--- src/rtl/clkdiv_prog.sv ---
// clkdiv_prog: runtime-programmable integer clock divider, clk_out = clk / N.
// N is taken from a pending register and applied only at period boundaries, so
// clk_out never produces runt pulses. en parks the divider at the next boundary.
// A one-clk tick marks the start of every output period in the clk domain.
// Optional feature macro: CLKDIV_ODD_EN adds a negedge retiming flop so that odd N
// also runs at exactly 50% duty. Without it, odd N is high H clks and low H+1 clks.
module clkdiv_prog #(
  parameter int CNT_W    = 8,
  parameter int DIV_INIT = 25
) (
  input  logic             clk,
  input  logic             rst_n,
  input  logic             en,
  input  logic [CNT_W-1:0] div_val,
  input  logic             div_load,
  output logic             div_err,
  output logic             busy,
  output logic [CNT_W-1:0] active_div,
  output logic             running,
  output logic             tick,
  output logic             clk_out
);

  typedef enum logic {
    ST_PARK = 1'b0,
    ST_RUN  = 1'b1
  } state_t;

  localparam logic [CNT_W-1:0] DIV_RST = CNT_W'(DIV_INIT);

  state_t           r_state;
  logic [CNT_W-1:0] r_cnt;
  logic [CNT_W-1:0] r_active_div;
  logic [CNT_W-1:0] r_pending;
  logic             r_busy;
  logic             r_running;
  logic             r_tick;
  logic             r_div_err;
  logic             r_pos_q;

  logic [CNT_W-1:0] w_half;
  logic             w_wrap;
  logic             w_load_ok;
  logic             w_load_bad;
  logic             w_clk_out;

  // High phase length and the last count of the current period.
  assign w_half     = r_active_div >> 1;
  assign w_wrap     = (r_cnt == (r_active_div - CNT_W'(1)));
  assign w_load_ok  = div_load & (div_val >= CNT_W'(2));
  assign w_load_bad = div_load & (div_val <  CNT_W'(2));

  // Divider FSM: period counter, divisor reload, park control and registered strobes.
  always_ff @(posedge clk or negedge rst_n) begin
    if (!rst_n) begin
      r_state      <= ST_PARK;
      r_cnt        <= '0;
      r_active_div <= DIV_RST;
      r_pending    <= DIV_RST;
      r_busy       <= 1'b0;
      r_running    <= 1'b0;
      r_tick       <= 1'b0;
      r_div_err    <= 1'b0;
      r_pos_q      <= 1'b0;
    end else begin
      // Strobes and the output phase are derived from the state before this edge,
      // so tick and the clk_out rising edge appear one clk after cnt==0.
      r_tick    <= (r_state == ST_RUN) && (r_cnt == '0);
      r_pos_q   <= (r_state == ST_RUN) && (r_cnt < w_half);
      r_div_err <= w_load_bad;

      case (r_state)
        ST_PARK: begin
          r_cnt <= '0;
          // Output is already low while parked, so a pending divisor can go live now.
          if (r_busy) begin
            r_active_div <= r_pending;
            r_busy       <= 1'b0;
          end
          if (en) begin
            r_state   <= ST_RUN;
            r_running <= 1'b1;
          end
        end
        ST_RUN: begin
          if (w_wrap) begin
            r_cnt <= '0;
            // clk_out is low on the wrap edge, so the divisor swap cannot cut a pulse.
            if (r_busy) begin
              r_active_div <= r_pending;
              r_busy       <= 1'b0;
            end
            if (!en) begin
              r_state   <= ST_PARK;
              r_running <= 1'b0;
            end
          end else begin
            r_cnt <= r_cnt + CNT_W'(1);
          end
        end
        default: begin
          r_state   <= ST_PARK;
          r_running <= 1'b0;
          r_cnt     <= '0;
        end
      endcase

      // A new request wins over the clear above: a load landing on a boundary
      // becomes the next pending value while the older one is being applied.
      if (w_load_ok) begin
        r_pending <= div_val;
        r_busy    <= 1'b1;
      end
    end
  end

`ifdef CLKDIV_ODD_EN
  logic r_neg_q;

  // Half-cycle extension of the high phase, only for odd divisors.
  always_ff @(negedge clk or negedge rst_n) begin
    if (!rst_n) begin
      r_neg_q <= 1'b0;
    end else begin
      r_neg_q <= r_pos_q & r_active_div[0];
    end
  end

  assign w_clk_out = r_pos_q | r_neg_q;
`else
  assign w_clk_out = r_pos_q;
`endif

  assign div_err    = r_div_err;
  assign busy       = r_busy;
  assign active_div = r_active_div;
  assign running    = r_running;
  assign tick       = r_tick;
  assign clk_out    = w_clk_out;

endmodule

--- config.mk ---
export PLATFORM = sky130hd
export DESIGN_NAME = clkdiv_prog
export DESIGN_NICKNAME = d
export VERILOG_FILES = /design/src/rtl/clkdiv_prog.sv
export SDC_FILE = /design/constraint.sdc
export NUM_CORES = 1
export LEC_CHECK = 0
export CORE_ASPECT_RATIO = 1.1
export CORE_MARGIN = 5
export CORE_UTILIZATION = 58
export DETAILED_ROUTE_END_ITERATION = 10
export PLACE_DENSITY = 0.82
export SYNTH_ARGS = -nofsm -noshare
export SYNTH_HDL_FRONTEND = slang
export SYNTH_SLANG_ARGS = --single-unit
--- constraint.sdc ---
create_clock -name clk -period 5.66 [get_ports clk]
set_input_delay 1.132 -clock clk [delete_from_list [all_inputs] [get_ports clk]]
set_output_delay 1.132 -clock clk [all_outputs]
set_load 0.02 [all_outputs]
==> results of run 1 <==
[metal layers]
layer | global-route usage [%] | up-vias | wire [um]
met5 | 0 | - | 0
met4 | 9.814 | 0 | 80
met3 | 6.501 | 8 | 200
met2 | 37.69 | 39 | 1983
met1 | 26.65 | 688 | 1653
li1 | - | 666 | -
[synth_stat cells (4+ instances only)]
cell,instances
nand2_1,26
dfrtp_1,24
nor2_1,15
inv_1,14
ha_1,9
mux2_2,7
xnor2_1,7
xor2_1,7
dfstp_2,6
a211oi_1,5
nand3_1,5
a21o_1,4
[logic make-up (layout without fill, tap and decap cells)]
kind of cell	Yosys count	in the layout	synth area share [%]
DFF	30	30	44.01
xor gates and xnor gates	14	14	7.117
AOI/OAI and AO/OA	28	28	13.00
and+or+nand+nor	69	69	20.77
adders and majority gates	9	9	6.536
muxes	7	7	4.575
buffers and inverters	18	47	3.994
[registers in the layout, summed over array words and instances (netlist names)]
signal / flops
clk_out: 1
r_state: 1
tick: 1
busy: 1
r_pending: 8
div_err: 1
r_cnt: 8
running: 1
active_div: 8
[stage by stage]
step / area (um2) / hold slack [ns] / instances
floorplan: 1723 / 0.4375 / 175
global placement: 1996 / 0.4484 / 229
detailed placement: 1996 / 0.4544 / 229
CTS: 2056 / 0.4689 / 237
global route: 2056 / 0.4793 / 237
finish: 2056 / 0.4670 / 237
[how the worst max path moves through the flow]
stage                       start       endpoint  slack [ns]  cells after the start
global route        active_div[1]           busy        2.80                      8
CTS                 active_div[0]  active_div[0]        2.89                      1
finish              active_div[0]  active_div[0]        2.90                      1
detailed placement     div_val[3]   r_pending[0]        2.60                      5
floorplan              div_val[5]   r_pending[0]        3.04                      5
global placement       div_val[5]   r_pending[0]        2.65                      5
[layout make-up]
class                   instances  area (um2)
multi-input cells             127       895.9
flip-flops and latches         30       758.2
fillers                       217       747.0
repair buffers                 25       247.7
clock buffers                   7       55.05
inverters                      14       52.55
well taps                      33       41.29
clock inverters                 1       5.005
[power by group]
group	switching, uW	internal [uW]
clock network	75.5	60.1
registers	3.08	221
logic	10.3	10.4
total	88.9	292
==> results.ini, run 1 <==
[setup_path]
worstReg2RegEnd = busy
r2r_start = active_div[0]
worstPathMaxFanout = 7
cp-end-kind = output pin
cp_cell_sequence = clkdlybuf4s50_1
cp_slowest_cell = dfstp_2
worst-setup-path-type = reg2out
cpLargestDelayFamily = flip-flops
cp.required_ns = 4.53
slowest_delay_ns = 0.66
startpoint_type = flop
r2r_slack_ns = 2.98
crit_buf_inv = 1
r2r.worst_path.cells = 8
critical_path_arrival_ns = 1.63

[yosys]
synth.distinct_cells = 44
synth_area_per_cell_um2 = 9.845
yosysWarnings = 0
ys_async_sr_fraction_pct = 100.0
syn-cell-area_um2 = 1723
yosysTopAreaCellShare_pct = 34.86
synth-edff-count = 0
synthesis.instances = 175
synth.top_cells.by_area = dfrtp_1, dfstp_2, ha_1
seq_area_frac_synth_pct = 44.01
yosysTopAreaCell = dfrtp_1
synth-main-ff-cell = dfrtp_1
synthesis.nets = 196
ys_seq_elements = 30

[timing]
rsz0062_at_grt = no
slew-limit-headroom_pct = 43.65
hold_violations = 0
setup_slack_ns = 2.897
period_share_pct = 48.82
worst_pin_slew_ns = 0.8402
period_needed_ns = 2.763
setup_viol = 0
tns_ns = 0
skew_ns = 0.007526
drv_slew = 0
max_freq_ghz = 0.3619

[finish]
fin_nets = 224
postLayoutCoreUtil_pct = 73.35
syn2layout_area_growth_pct = 19.32
antenna_cells = 0
drive_above_1_share_pct = 12.75
final_common_cell = nand2_1
final_cell_mix = nand2_1, dfrtp_1, clkdlybuf4s50_1, nor2_1, inv_1

[global_route]
grt_pass1_wl_um = 6858
grt_overflow = 0
antenna_found_initial = 0
grt_pass1_vias = 1497
grt_use_total_pct = 22.66
grt_max_degree = 31

[clock_tree]
clk_latency_ns = 0.34
post_cts_resize_count = 0
cts_hold_buf = 0
post_cts_buffers = 0
cts-buffers-inserted = 5
htree_levels = 2
cts_tree = yes
cts_sinks = 30
path_clk_slew_ns = 0.09
ctsRootBufferMaster = clkbuf_4
clk_path_buf_depth = 2

[place]
preCtsSetupSlack_ns = 2.597
post-dp-hpwl_um = 2874
io_buffers = 24
gp_congestion = 0.8603

[detailed_routing]
wl_per_cell_um = 16.53
via_per_inst = 5.911
drt_pass1_iterations = 4
wirelength_um = 3918
dr_total_vias = 1401
drt-initial-drc-count = 60
antenna_left = 0
drc = 0

[min_path]
hold_class = reg2reg
min_from = r_pending[4]
whs_endpoint = r_pending[4]
holdPathStages = 2

[floorplanning]
die_height_um = 67.17
io_pins = 25
coreArea_um2 = 2803
start_util_pct = 61.47
dieArea_um2 = 4162
die_x_um = 61.97
num_rows = 20

[flow_run]
cap_violations = 0

[power_and_ir_drop]
p_per_area_nw_per_um2 = 185.1
leakage_uw = 0.0009106
ir_drop_uv = 138.8
total_power_uw = 380.5

[status]
status = completed

Note: power is estimated with default switching activity, not from simulation.
==> run 2, diff against run 1 <==
Settings changed: CORE_UTILIZATION 58 to 54, PLACE_DENSITY 0.82 to 0.77.
Clock period 5.66 ns to 2.55 ns, I/O delays scaled along.
==> run 2 against run 1 <==
  * Core utilization is 2.9 points lower
  * Register-to-register slack worse by 2.9 ns
  * Clock power is 120% higher
  * Design area grew 4.4%
  * Total power rose by 120%
  * Worst setup slack got worse by 2.8 ns
  * Count of clock-buffer cells in the layout unchanged
  * Sequential power is 120% higher
  * Largest cell class unchanged
  * Highest routed layer unchanged
==> results.ini, run 2 (synthesis gave the netlist of run 1 again) <==
[place]
gp_congestion = 0.8334
post-dp-hpwl_um = 2952
io_buffers = 24
dpl.cell_count = 235

[setup_path]
cpLargestDelayFamily = compound AO/OA/AOI/OAI gates
cp-end-kind = flop
crit_top_cell = a2111o_1
cp.depth = 7
critical_path_arrival_ns = 2.65
cp.required_ns = 2.76
startpoint_type = flop
r2r.worst_path.cells = 7
crit_buf_inv = 1
cp_cell_sequence = inv_1 -> ha_4 -> nand2_1 -> o31a_1 -> a2111o_1 -> a2111o_1 -> a311o_1
cp_slowest_cell = a2111o_1
worst-setup-path-type = reg2reg
slowest_delay_ns = 0.50
r2r_slack_ns = 0.11
worstPathMaxFanout = 8

[floorplanning]
die_x_um = 63.86
die_height_um = 69.24
start_util_pct = 56.53
io_pins = 25
num_rows = 21
coreArea_um2 = 3048
dieArea_um2 = 4421

[detailed_routing]
via_per_inst = 5.963
dr_total_vias = 1455
wirelength_um = 4013
drc = 0
antenna_left = 0
wl_per_cell_um = 16.45
drt-initial-drc-count = 65
drt_pass1_iterations = 4

[timing]
skew_ns = 0.01011
setup_viol = 0
whs_ns = 0.4625
slew-limit-headroom_pct = 62.87
rsz0062_at_grt = no
hold_violations = 0
drv_slew = 0
period_needed_ns = 2.444
max_freq_ghz = 0.4092
period_share_pct = 95.83
worst_pin_slew_ns = 0.5537

[flow_run]
cap_violations = 0

[global_route]
grt_pass1_vias = 1432
grt_pass1_wl_um = 6486
antenna_found_initial = 0
grt_overflow = 0
grt_use_total_pct = 18.46
grt_max_degree = 31

[finish]
drive_above_1_share_pct = 17.14
fillers = 238
final_cell_mix = nand2_1, clkdlybuf4s50_1, dfrtp_1, nor2_1, inv_1
fin_nets = 230
postLayoutCoreUtil_pct = 70.40
final_common_cell = nand2_1
antenna_cells = 0
instances_no_fill = 244
syn2layout_area_growth_pct = 24.55

[min_path]
hold_class = reg2reg
holdPathStages = 2

[clock_tree]
cts_tree = yes
cts_hold_buf = 0
cts-buffers-inserted = 5
clk_latency_ns = 0.33
path_clk_slew_ns = 0.09
cts_sinks = 30
clk_path_buf_depth = 2
ctsRootBufferMaster = clkbuf_4
htree_levels = 2

[power_and_ir_drop]
total_power_uw = 840.3
leakage_uw = 0.0009505
p_per_area_nw_per_um2 = 391.6
ir_drop_uv = 429.5

[status]
status = completed

==> run 2: layout make-up <==
cell class	count	area [um2]	area share [%]
Multi-Input combinational cell	128	945.9	44.08
Sequential cell	30	759.5	35.39
Timing Repair Buffer	30	285.3	13.29
Clock buffer	7	55.05	2.566
Inverter	14	52.55	2.449
Tap cell	34	42.54	1.983
Clock inverter	1	5.005	0.2332
==> run 2: stage by stage <==
stage / TNS, ns / cell area, um2 / worst slack, ns
2_1_floorplan: 0 / 1723 / 0.1055
3_3_place_gp: 0 / 2034 / 0.1812
4_1_cts: 0 / 2096 / 0.006547
3_5_place_dp: -0.1208 / 2034 / -0.02519
5_1_grt: 0 / 2146 / 0.0002507
6_report: 0 / 2146 / 0.1064
==> run 2: where the power goes <==
group	switching, uW	leakage, uW	internal, uW	total [uW]
registers	7.28	0.000362	491	498
clock network	161	0.0000353	133	295
logic	23.5	0.000553	24.2	47.8
total	192	0.000951	648	840
==> run 2: repair_timing <==
action                                  in CTS  in global routing
endpoints found under the setup margin       8                 18
cloned                                       0                  1
buffers inserted                             0                  0
resized for setup                            1                  6
pin swaps                                    0                  2
==> run 2: worst paths after layout <==
check | start | end
worst max register to register | active_div[1] | active_div[1]
worst min register to register | r_pending[4] | r_pending[4]
max in group asynchronous | rst_n | r_pending[4]
min in group asynchronous | rst_n | r_cnt[0]
worst max-delay path | active_div[1] | active_div[1]
worst min-delay path | r_pending[4] | r_pending[4]
==> run 2: worst min-delay path: stages, from the launching register on <==
cell and delay (ns):
dfstp_2 0.37, nand2_1 0.05, nand2_1 0.05
==> run 2: routing by layer <==
| layer | part of all wire [%] | vias to the layer above | routed length (um) | track usage, % |
|---|---|---|---|---|
| li1 | - | 682 | - | - |
| met1 | 38 | 698 | 1512 | 21.67 |
| met2 | 52 | 58 | 2104 | 30.17 |
| met3 | 6.4 | 17 | 258 | 5.186 |
| met4 | 3.4 | 0 | 138 | 9.469 |
| met5 | 0 | - | 0 | 0 |
==> run 3, diff against run 2 <==
Settings changed: CELL_PAD_IN_SITES_DETAIL_PLACEMENT set to 0, CELL_PAD_IN_SITES_GLOBAL_PLACEMENT set to 1, CORE_UTILIZATION 54 to 41, PLACE_DENSITY 0.77 to 0.76.
==> run 3 against run 2 <==
  * Via count down 2.4%
  * Combinational power down 0.8%
  * Sequential cell count unchanged
  * Non-clock buffer count up 1
  * Final cell count up 7.8%
  * Design area up 1.9%
  * Hold slack better by 0.0029 ns
  * Critical path depth down 1
  * Critical path type unchanged
  * Largest cell class unchanged
  * Largest power group unchanged
  * Highest routed layer unchanged
==> results.ini, run 3 (synthesis gave the netlist of run 1 again) <==
[finish]
drive_above_1_share_pct = 16.59
instances_no_fill = 263
fin_nets = 231
final_cell_mix = nand2_1, clkdlybuf4s50_1, dfrtp_1, nor2_1, inv_1
postLayoutCoreUtil_pct = 54.35
antenna_cells = 0
final_common_cell = nand2_1
fillers = 365
syn2layout_area_growth_pct = 26.94

[clock_tree]
cts_sinks = 30
ctsRootBufferMaster = clkbuf_8
cts-buffers-inserted = 5
cts_tree = yes
htree_levels = 2
clk_path_buf_depth = 2
path_clk_slew_ns = 0.06
clk_latency_ns = 0.28

[setup_path]
cp.required_ns = 2.71
cp-end-kind = flop
critical_path_arrival_ns = 2.60
startpoint = active_div[0]
r2r_start = active_div[0]
worst-setup-path-type = reg2reg
startpoint_type = flop
r2r_slack_ns = 0.11
worstPathMaxFanout = 6

[power_and_ir_drop]
total_power_uw = 935.0
p_sw_share_pct = 21.62
leakage_uw = 0.0009631
p_seq_share_pct = 53.3
p_per_area_nw_per_um2 = 427.5
comb_power_share_pct = 5.1
switchingPower_uw = 202.1
ir_drop_uv = 388.3
intPower_uw = 732.9
pwr-share-clk_pct = 41.6

[global_route]
antenna_found_initial = 0
grt_pass1_vias = 1451
grt_overflow = 0
grt_use_total_pct = 15.97
grt_max_degree = 31
grt_pass1_wl_um = 6962

[floorplanning]
start_util_pct = 42.82
die_x_um = 71.81
io_pins = 25
coreArea_um2 = 4024
num_rows = 24
dieArea_um2 = 5600
die_height_um = 77.99

[timing]
tns_ns = 0
slew-limit-headroom_pct = 71.69
worst_pin_slew_ns = 0.4222
max_freq_ghz = 0.4091
setup_viol = 0
whs_ns = 0.4654
drv_slew = 0
period_share_pct = 95.85
period_needed_ns = 2.444
hold_violations = 0
rsz0062_at_grt = no
skew_ns = 0.004737

[detailed_routing]
drt_pass1_iterations = 4
via_per_inst = 5.399
dr_total_vias = 1420
drt-initial-drc-count = 99
wirelength_um = 4099
drc = 0
antenna_left = 0
wl_per_cell_um = 15.59

[status]
status = completed

[place]
dpl.cell_count = 254
gp_congestion = 0.9542
io_buffers = 24
post-dp-hpwl_um = 3171

[flow_run]
cap_violations = 0

[min_path]
hold_class = reg2reg
min_from = r_pending[4]

[run 3: power by group through the flow]
stage	logic [uW]	clock network, uW	registers [uW]
4_1_cts	49.4	402	499
3_5_place_dp	49.0	0	507
5_1_grt	55.0	427	500
2_1_floorplan	16.1	0	504
3_3_place_gp	47.7	0	507
6_report	47.4	389	498
[run 3: final timing paths]
check,end,cells after the start
worst max-delay path,active_div[1],6
worst min-delay path,r_pending[4],2
min in group asynchronous,r_pending[1],2
max in group asynchronous,active_div[4],2
worst max register to register,active_div[1],6
worst min register to register,r_pending[4],2
[run 3: layout make-up]
type,count,area (um2),area share [%]
Sequential cell,30,759.5,34.73
Tap cell,52,65.06,2.975
Clock buffer,7,86.33,3.947
Inverter,14,52.55,2.403
Multi-Input combinational cell,128,925.9,42.33
Clock inverter,1,5.005,0.2288
Timing Repair Buffer,31,292.8,13.39
[run 3: through the flow]
stage          setup WS (ns)  instance area [um2]
6_report              0.1057                 2187
2_1_floorplan         0.1055                 1723
5_1_grt              0.02598                 2187
3_5_place_dp         0.08553                 2064
3_3_place_gp          0.1781                 2064
4_1_cts              0.06660                 2156
[run 3: layer usage]
metal | routed length (um) | vias up | track usage [%]
met5 | 0 | - | 0
li1 | - | 684 | -
met3 | 162 | 7 | 2.713
met1 | 1741 | 690 | 19.00
met4 | 72 | 0 | 6.955
met2 | 2122 | 39 | 27.94
[run 3: timing repair]
item / in CTS / in global routing
resized for setup: 0 / 4
hold buffers: 0 / 0
buffers inserted: 0 / 0
setup endpoints to repair: 0 / 18
[run 3: worst max-delay path: stages, from the launching register on]
cell and delay (ns):
dfstp_2 0.53, buf_4 0.16, nor3_4 0.06, xnor2_1 0.17
a2111o_1 0.46, a2111o_1 0.53, a311o_1 0.40
